`src/rtl/mem_port_arbiter_if.sv`:
```
// mem_port_arbiter_if: requester and memory-side bus of the shared memory port arbiter
// Ports (signals):
//   fetch side : if_req, if_addr -> if_ack, if_rdata
//   data side  : d_req, d_we, d_addr, d_wdata -> d_ack, d_rdata
//   memory side: mem_en, mem_we, mem_addr, mem_wdata <- mem_rdata
//   status     : stall, busy, conflict_cnt
//   slave modport is the arbiter; master modport is the requesters plus memory
interface mem_port_arbiter_if #(
    parameter int ADDR_W = 32,
    parameter int DATA_W = 32,
    parameter int CNT_W  = 16
);
    logic              if_req;
    logic [ADDR_W-1:0] if_addr;
    logic              if_ack;
    logic [DATA_W-1:0] if_rdata;
    logic              d_req;
    logic              d_we;
    logic [ADDR_W-1:0] d_addr;
    logic [DATA_W-1:0] d_wdata;
    logic              d_ack;
    logic [DATA_W-1:0] d_rdata;
    logic              mem_en;
    logic              mem_we;
    logic [ADDR_W-1:0] mem_addr;
    logic [DATA_W-1:0] mem_wdata;
    logic [DATA_W-1:0] mem_rdata;
    logic              stall;
    logic              busy;
    logic [CNT_W-1:0]  conflict_cnt;
    modport slave (
        input  if_req, if_addr, d_req, d_we, d_addr, d_wdata, mem_rdata,
        output if_ack, if_rdata, d_ack, d_rdata, mem_en, mem_we, mem_addr, mem_wdata,
               stall, busy, conflict_cnt
    );
    modport master (
        output if_req, if_addr, d_req, d_we, d_addr, d_wdata, mem_rdata,
        input  if_ack, if_rdata, d_ack, d_rdata, mem_en, mem_we, mem_addr, mem_wdata,
               stall, busy, conflict_cnt
    );
endinterface

```
`src/rtl/mem_port_arbiter.sv`:
```
// mem_port_arbiter: round-robin sharing of one single-ported memory between fetch and load/store
// Ports:
//   clk, rst : clock, synchronous active-high reset
//   bus      : mem_port_arbiter_if.slave carrying both requester handshakes, the memory
//              strobe/address/data, stall, busy and the saturating conflict counter
module mem_port_arbiter #(
    parameter int ADDR_W  = 32,
    parameter int DATA_W  = 32,
    parameter int MEM_LAT = 1,
    parameter int CNT_W   = 16
) (
    input logic               clk,
    input logic               rst,
    mem_port_arbiter_if.slave bus
);
    typedef enum logic {IDLE, ACCESS} state_t;
    localparam logic [1:0] LAT_TOP = 2'(MEM_LAT - 1);
    state_t            state, state_nx;
    logic              last_d, grant_d, we_q, pick_d, first, done, if_ack_c, d_ack_c;
    logic [1:0]        lat_cnt;
    logic [ADDR_W-1:0] addr_q;
    logic [DATA_W-1:0] wdata_q, if_rdata_q, d_rdata_q;
    logic [CNT_W-1:0]  cnt_q;
    // data wins unless it was granted last and fetch is also waiting
    assign pick_d   = bus.d_req & (~bus.if_req | ~last_d);
    assign first    = (state == ACCESS) && (lat_cnt == LAT_TOP);
    assign done     = (state == ACCESS) && (lat_cnt == 2'd0);
    assign if_ack_c = done & ~grant_d;
    assign d_ack_c  = done & grant_d;
    always_ff @(posedge clk) state <= rst ? IDLE : state_nx;
    always_comb begin
        state_nx = state;
        if (state == IDLE && (bus.if_req | bus.d_req))
            state_nx = ACCESS;
        else if (done)
            state_nx = IDLE;
    end
    always_ff @(posedge clk) begin
        if (rst) begin
            last_d     <= 1'b0;
            grant_d    <= 1'b0;
            we_q       <= 1'b0;
            lat_cnt    <= 2'd0;
            addr_q     <= '0;
            wdata_q    <= '0;
            if_rdata_q <= '0;
            d_rdata_q  <= '0;
            cnt_q      <= '0;
        end else if (state == IDLE) begin
            if (bus.if_req | bus.d_req) begin
                grant_d <= pick_d;
                last_d  <= pick_d;
                addr_q  <= pick_d ? bus.d_addr : bus.if_addr;
                we_q    <= pick_d & bus.d_we;
                lat_cnt <= LAT_TOP;
                if (pick_d)
                    wdata_q <= bus.d_wdata;
                if (bus.if_req && bus.d_req && !(&cnt_q))
                    cnt_q <= cnt_q + 1'b1;
            end
        end else begin
            lat_cnt <= lat_cnt - 2'd1;
            if (if_ack_c)
                if_rdata_q <= bus.mem_rdata;
            if (d_ack_c && !we_q)
                d_rdata_q <= bus.mem_rdata;
        end
    end
    // read data is forwarded in the ack cycle and held from the captured copy afterwards
    always_comb begin
        bus.mem_en       = first;
        bus.mem_we       = first & we_q;
        bus.mem_addr     = addr_q;
        bus.mem_wdata    = wdata_q;
        bus.if_ack       = if_ack_c;
        bus.d_ack        = d_ack_c;
        bus.if_rdata     = if_ack_c ? bus.mem_rdata : if_rdata_q;
        bus.d_rdata      = (d_ack_c & ~we_q) ? bus.mem_rdata : d_rdata_q;
        bus.busy         = state == ACCESS;
        bus.conflict_cnt = cnt_q;
        bus.stall        = (bus.if_req & ~if_ack_c) | (bus.d_req & ~d_ack_c);
    end
endmodule

```
`src/flat_wrapper.sv`:
```
// flat-port wrapper written by rule: the top's interface ports become plain ports
module mem_port_arbiter_flat 
#(
    parameter int ADDR_W  = 32,
    parameter int DATA_W  = 32,
    parameter int MEM_LAT = 1,
    parameter int CNT_W   = 16
)
  (clk, rst, bus_if_req, bus_if_addr, bus_d_req, bus_d_we, bus_d_addr, bus_d_wdata, bus_mem_rdata, bus_if_ack, bus_if_rdata, bus_d_ack, bus_d_rdata, bus_mem_en, bus_mem_we, bus_mem_addr, bus_mem_wdata, bus_stall, bus_busy, bus_conflict_cnt);
  mem_port_arbiter_if #(.ADDR_W(ADDR_W), .DATA_W(DATA_W), .CNT_W(CNT_W)) bus_i ();
  input logic clk;
  input logic rst;
  input wire logic [$bits(bus_i.if_req)-1:0] bus_if_req;
  input wire logic [$bits(bus_i.if_addr)-1:0] bus_if_addr;
  input wire logic [$bits(bus_i.d_req)-1:0] bus_d_req;
  input wire logic [$bits(bus_i.d_we)-1:0] bus_d_we;
  input wire logic [$bits(bus_i.d_addr)-1:0] bus_d_addr;
  input wire logic [$bits(bus_i.d_wdata)-1:0] bus_d_wdata;
  input wire logic [$bits(bus_i.mem_rdata)-1:0] bus_mem_rdata;
  output wire logic [$bits(bus_i.if_ack)-1:0] bus_if_ack;
  output wire logic [$bits(bus_i.if_rdata)-1:0] bus_if_rdata;
  output wire logic [$bits(bus_i.d_ack)-1:0] bus_d_ack;
  output wire logic [$bits(bus_i.d_rdata)-1:0] bus_d_rdata;
  output wire logic [$bits(bus_i.mem_en)-1:0] bus_mem_en;
  output wire logic [$bits(bus_i.mem_we)-1:0] bus_mem_we;
  output wire logic [$bits(bus_i.mem_addr)-1:0] bus_mem_addr;
  output wire logic [$bits(bus_i.mem_wdata)-1:0] bus_mem_wdata;
  output wire logic [$bits(bus_i.stall)-1:0] bus_stall;
  output wire logic [$bits(bus_i.busy)-1:0] bus_busy;
  output wire logic [$bits(bus_i.conflict_cnt)-1:0] bus_conflict_cnt;
  assign bus_i.if_req = bus_if_req;
  assign bus_i.if_addr = bus_if_addr;
  assign bus_i.d_req = bus_d_req;
  assign bus_i.d_we = bus_d_we;
  assign bus_i.d_addr = bus_d_addr;
  assign bus_i.d_wdata = bus_d_wdata;
  assign bus_i.mem_rdata = bus_mem_rdata;
  assign bus_if_ack = bus_i.if_ack;
  assign bus_if_rdata = bus_i.if_rdata;
  assign bus_d_ack = bus_i.d_ack;
  assign bus_d_rdata = bus_i.d_rdata;
  assign bus_mem_en = bus_i.mem_en;
  assign bus_mem_we = bus_i.mem_we;
  assign bus_mem_addr = bus_i.mem_addr;
  assign bus_mem_wdata = bus_i.mem_wdata;
  assign bus_stall = bus_i.stall;
  assign bus_busy = bus_i.busy;
  assign bus_conflict_cnt = bus_i.conflict_cnt;
  mem_port_arbiter #(.ADDR_W(ADDR_W), .DATA_W(DATA_W), .MEM_LAT(MEM_LAT), .CNT_W(CNT_W)) u_core (.clk(clk), .rst(rst), .bus(bus_i));
endmodule
```
`config.mk`:
```
export PLATFORM = sky130hd
export DESIGN_NAME = mem_port_arbiter_flat
export DESIGN_NICKNAME = d
export VERILOG_FILES = /design/src/rtl/mem_port_arbiter_if.sv /design/src/rtl/mem_port_arbiter.sv /design/src/flat_wrapper.sv
export SDC_FILE = /design/constraint.sdc
export NUM_CORES = 1
export LEC_CHECK = 0
export ABC_AREA = 1
export ABC_CLOCK_PERIOD_IN_PS = 1660
export BUFFER_PORTS_ARGS = -buffer_cell sky130_fd_sc_hd__buf_2
export CAP_MARGIN = 40
export CELL_PAD_IN_SITES_DETAIL_PLACEMENT = 1
export CELL_PAD_IN_SITES_GLOBAL_PLACEMENT = 1
export CORE_AREA = 2 2 168 137
export CTS_CLUSTER_SIZE = 25
export DETAILED_ROUTE_END_ITERATION = 6
export DIE_AREA = 0 0 170 139
export PLACE_DENSITY_LB_ADDON = 0.05
export SLEW_MARGIN = 20
export SYNTH_ARGS = -nofsm -noshare
export SYNTH_HDL_FRONTEND = slang
export SYNTH_SLANG_ARGS = --single-unit
```
`constraint.sdc`:
```
create_clock -name clk -period 1.66 [get_ports clk]
set_input_delay 0.083 -clock clk [delete_from_list [all_inputs] [get_ports clk]]
set_output_delay 0.083 -clock clk [all_outputs]
set_load 0.01 [all_outputs]
```
== After elaboration in Yosys (flattened, before gate mapping) ==
Cells that the tools add are included.
Word-level totals
  flip-flop bits (word level): 149
  input port bits: 133
  output and inout bits: 150
  logic and storage cells: 50
Cells by class
  add/sub/neg operators: 2
  muxes and demuxes: 7
  bitwise logic cells: 17
  reduce and logical (&&, ||, !) cells: 15
Operators with widths (count)
  $mux 32: 3
  $add 16x1->16 const B: 1
  $reduce_and 16->1: 1
  $and 1x1->1: 8
  $not 1->1: 6
  $reduce_and 3->1: 2
  $logic_and 1x1->1: 5
  $mux 2: 2
  $reduce_and 2->1: 2
  $reduce_bool 2->1: 2
  $or 1x1->1: 3
  $logic_not 1->1: 2
  $logic_not 2->1: 1
  $mux 1: 2
  $sub 2x1->2 const B: 1

== Longest topological paths before layout ==
  depth after elaboration: 6
  gate-level depth with buffers: 9
  gate-level depth less buffers: 8

== Worst setup path after synthesis ==
Ideal clock, no wire load.
  path kind: flip-flop to flip-flop
  from: register u_core.cnt_q[0] (netlist: u_core.bus.conflict_cnt[0])
  to: register u_core.cnt_q[11] (netlist: u_core.bus.conflict_cnt[11])
  setup time: 0.134 ns
  arrival: 1.661 ns
  required time: 1.526 ns
  path slack: -0.135 ns
  stages on the path, launching flop included: 10
  buffers on the path: 1
  clock period less this slack: 1.795 ns
  cell sequence: dfxtp_1 > ha_1 > inv_1 > nor2_4 > nand2_1 > o21ai_2 > inv_2 > buf_6 > nand2_1 > a21oi_1
On the way
  word-level cells in the longest chain between the ends: 4
  elaborated cells on any way between the ends: 5
  classes of those cells: 1 x add/sub; 4 x reduce/logical
RTL lines
  start: declaration: line mem_port_arbiter.sv:23  | logic [CNT_W-1:0] cnt_q;
  start signal: assignment: line mem_port_arbiter.sv:59  | cnt_q <= cnt_q + 1'b1;
  parallel branches: the longest is 4 deep, another holds $add 16x1->16
Parallel ways; which one is timed is not known.
A chain may end at the register's enable or synchronous reset.

== Worst setup path after layout ==
  from: register u_core.lat_cnt[1]
  to: output port bus_if_rdata[30]
On the way
  word-level cells in the longest chain between the ends: 4
RTL lines
  start: declaration: line mem_port_arbiter.sv:20  | logic [1:0] lat_cnt;
  start signal: assignment: line mem_port_arbiter.sv:62  | lat_cnt <= lat_cnt - 2'd1;
  $logic_not 2->1: line mem_port_arbiter.sv:27  | assign done = (state == ACCESS) && (lat_cnt == 2'd0);
  $logic_and 1x1->1: line mem_port_arbiter.sv:27
  $and 1x1->1: line mem_port_arbiter.sv:28  | assign if_ack_c = done & ~grant_d;
  $mux 32: line mem_port_arbiter.sv:77  | bus.if_rdata = if_ack_c ? bus.mem_rdata : if_rdata_q;
  end: declaration: line flat_wrapper.sv:21  | output wire logic [$bits(bus_i.if_rdata)-1:0] bus_if_rdata;
No other way between the ends.

==> run_results.csv <==
group,metric,value,unit
run_status,outcome,"complete, but fails checks",
run_status,failed_checks,"hold timing, setup timing",
pwr,clkPwrFrac,36.9,%
clock_tree,htreeDepth,4,
setup_path,worst_path_largest_cell_delay,0.30,ns
detailed_routing,wl_per_cell,15.2,um
clock_tree,clk_pin_slew,0.06,ns
setup_path,crit_arrival,1.89,ns
sta,slew_violations,0,
min_path,hold_start,"bus_d_req",
clock_tree,clock-sinks,149,
finish,fin_area,11100,um^2
sta,period_minus_slack,1.98,ns
pwr,power_frac_seq,37.3,%
setup_path,critPathCaptureType,"output pin",
setup_path,r2r_slack,0.09,ns
clock_tree,numCtsBuffers,17,
finish,layout.cells.non_filler,1642,
finish,final_util,50.2,%
setup_path,worst_path_max_delay_cell,"dfxtp_1",
pwr,finalPower,10.8,mW
sta,max_freq,0.506,GHz
sta,fin_ws,-0.318,ns
clock_tree,clkLatencyLatePin,0.42,ns
finish,drive_gt1_share,36.8,%
pwr,p_leak,5.70,nW
sta,finalSetupTns,-16.64,ns
detailed_routing,via_per_inst,4.46,
floorplanning,initial_core_util,28.3,%
setup_path,r2r-end,"u_core.if_rdata_q[30]$_SDFFE_PP0P_",
place,io_buffers,282,
setup_path,cp_common_cell,"buf_6",
global_routing,grt_usage,19.6,%
global_routing,antenna_found_initial,2,
setup_path,worstPathMaxFanout,8,
place,placed_area,8190,um^2
place,dp_hpwl,15.4,mm
sta,final_hold_viol_count,1,
pwr,ir_drop,0.569,mV
place,place_ws,-0.00640,ns
setup_path,r2r_start,"u_core.lat_cnt[1]$_SDFFE_PP0P_",
pwr,sw_frac_of_total,30.1,%
setup_path,cp.required,1.58,ns
floorplanning,core-area,22100,um^2
setup_path,cp-start-kind,"flop",
sta,finalCritPeriodShare,119,%
detailed_routing,via_count,7324,
clock_tree,cts_tree,"done",
min_path,hold_path.class,"in -> reg",
global_routing,grt_overflow_total,0,
detailed_routing,wl,25.0,mm
global_routing,grt_pass1_vias,7451,
sta,worstMarginPinSlew,0.421,ns
setup_path,critPathLaunch,"u_core.lat_cnt[1]$_SDFFE_PP0P_",
run,maxCapViolCount,0,
setup_path,rr_worst_depth,11,
floorplanning,die_w,170,um
sta,holdWs,-0.0146,ns
detailed_routing,final_antenna_net_count,0,
detailed_routing,drc,0,
synth,ys.warnings.count,0,
finish,finish.net_count,1482,
detailed_routing,dr.pass1.iters,5,
pwr,p_int,7.58,mW
floorplanning,die_h,139,um
pwr,power.density,977,nW/um^2
synth,synthDistinctLibCells,23,
sta,relSlewSlack,71.9,%
clock_tree,cts_root_buf,"clkbuf_16",
floorplanning,dieArea,23600,um^2
global_routing,grt_max_degree,83,
finish,area_delta_synth_final,77.4,%
pwr,power_switching,3.26,mW
synth,syn-instance-count,910,
synth,ys_seq_area_share,47.7,%
synth,synth_area_per_cell,6.87,um^2
setup_path,critPathKind,"reg -> out",
global_routing,grt_pass1_wl,37.1,mm
place,gp_congestion,0.757,
synth,synth-seq-cells,149,
setup_path,crit_end,"bus_if_rdata[30]",
sta,finalSetupViolCount,66,
setup_path,path_cells,"inv_2 > ha_4 > nand2_4 > buf_6 > nor2_4 > buf_6 > clkbuf_16 > nand2_1 > o21ai_2 > inv_1 > buf_6",
synth,netlist_area,6250,um^2
clock_tree,cts_max_path_buffers,2,
place,place_inst,1455,
sta,rsz0062_at_grt,"true",
sta,fin_skew,0.0109,ns
floorplanning,ios,283,
detailed_routing,drt_iter0_drc,213,
synth,synth_nets,1045,
pwr,comb_power_share,25.9,%
floorplanning,core.rowCount,49,
## cell usage after synthesis, drive strengths merged
library cell	n	area, um^2
o21ai	135	679
buf	11	67.6
nor3	3	15.0
o22ai	2	12.5
nand2	196	741
nand3	5	25.0
xnor2	4	35.0
a31oi	32	200
a21oi	18	93.8
inv	152	571
clkbuf	39	146
ha	2	25.0
dfxtp	149	2980
nand4	5	31.3
nor2	154	598
xor2	3	26.3
## worst min-delay path by stage
stage	to	slack, ns	cells after the start
5_1_grt	u_core.bus.busy$_SDFFE_PP0P_	0.03	3
3_5_place_dp	u_core.bus.mem_wdata[24]$_SDFFE_PP0P_	0.31	3
3_3_place_gp	u_core.bus.mem_wdata[13]$_SDFFE_PP0P_	0.31	3
2_1_floorplan	u_core.bus.mem_wdata[0]$_SDFFE_PP0P_	0.22	2
6_report	u_core.bus.busy$_SDFFE_PP0P_	-0.01	3
4_1_cts	u_core.d_rdata_q[10]$_SDFFE_PP0P_	0.18	3
## cell usage in the layout (no fill, tap or decap), drive strengths merged, types with 3 or more instances in the layout
master,count
nand2,196
nand4,5
dlygate4sd3,130
buf,330
inv,156
nand3,5
dfxtp,149
clkinv,4
xnor2,4
xor2,3
nor3,3
a31oi,32
clkbuf,28
a21oi,18
o21ai,135
nor2,154
## what timing repair did
action | 4_1_cts | 5_1_grt
pin swaps | 1 | 5
endpoints found under the setup margin | 66 | 82
hold buffers | 131 | 0
endpoints found under the hold margin | 100 | 0
gates cloned | 0 | 12
resized for setup | 43 | 188
buffers inserted | 0 | 11
## power by group through the flow
| stage | clock network [mW] | logic, mW | registers [mW] |
|---|---|---|---|
| finish | 4.00 | 2.80 | 4.04 |
| global route | 4.26 | 3.07 | 4.07 |
| CTS | 4.12 | 2.22 | 4.00 |
| detailed placement | 0 | 1.94 | 4.07 |
| global placement | 0 | 1.94 | 4.07 |
| floorplan | 0 | 0.917 | 4.15 |
## cell families after synthesis
group | share of synthesized area, %
buffers and inverters | 12.6
AOI/OAI and AO/OA | 15.8
DFF | 47.7
and+or+nand+nor | 22.6
adders and majority gates | 0.400
xor gates and xnor gates | 0.981
## critical path, delay by kind of cell, from the launching register on
family / cells / cell delay (ns)
simple gates: 3 / 0.25
fa+ha+maj: 1 / 0.14
compound gates: 1 / 0.07
flops: 1 / 0.30
buf+inv: 6 / 0.71
## layer usage
metal	share of wire, %	up-vias	GRT usage (%)
li1	-	3681	-
met1	45	3445	23.5
met2	48	169	33.6
met3	5.1	29	5.59
met4	2.0	0	6.25
met5	0	-	0
## flip-flops by register name (all words and copies together), names as in the netlist
register / cells
u_core.last_d: 1
u_core.we_q: 1
u_core.if_rdata_q: 32
u_core.lat_cnt: 2
u_core.bus.conflict_cnt: 16
u_core.bus.busy: 1
u_core.d_rdata_q: 32
u_core.bus.mem_wdata: 32
u_core.bus.mem_addr: 32
## cell type report
type | count | area, um^2
Multi-Input combinational cell | 559 | 3050
Inverter | 152 | 571
Sequential cell | 149 | 2990
Clock inverter | 12 | 141
Tap cell | 280 | 350
Clock buffer | 20 | 467
Fill cell | 2724 | 11000
Antenna cell | 2 | 5.00
Timing Repair Buffer | 468 | 3510
Note: power is estimated with default switching activity, not from simulation.
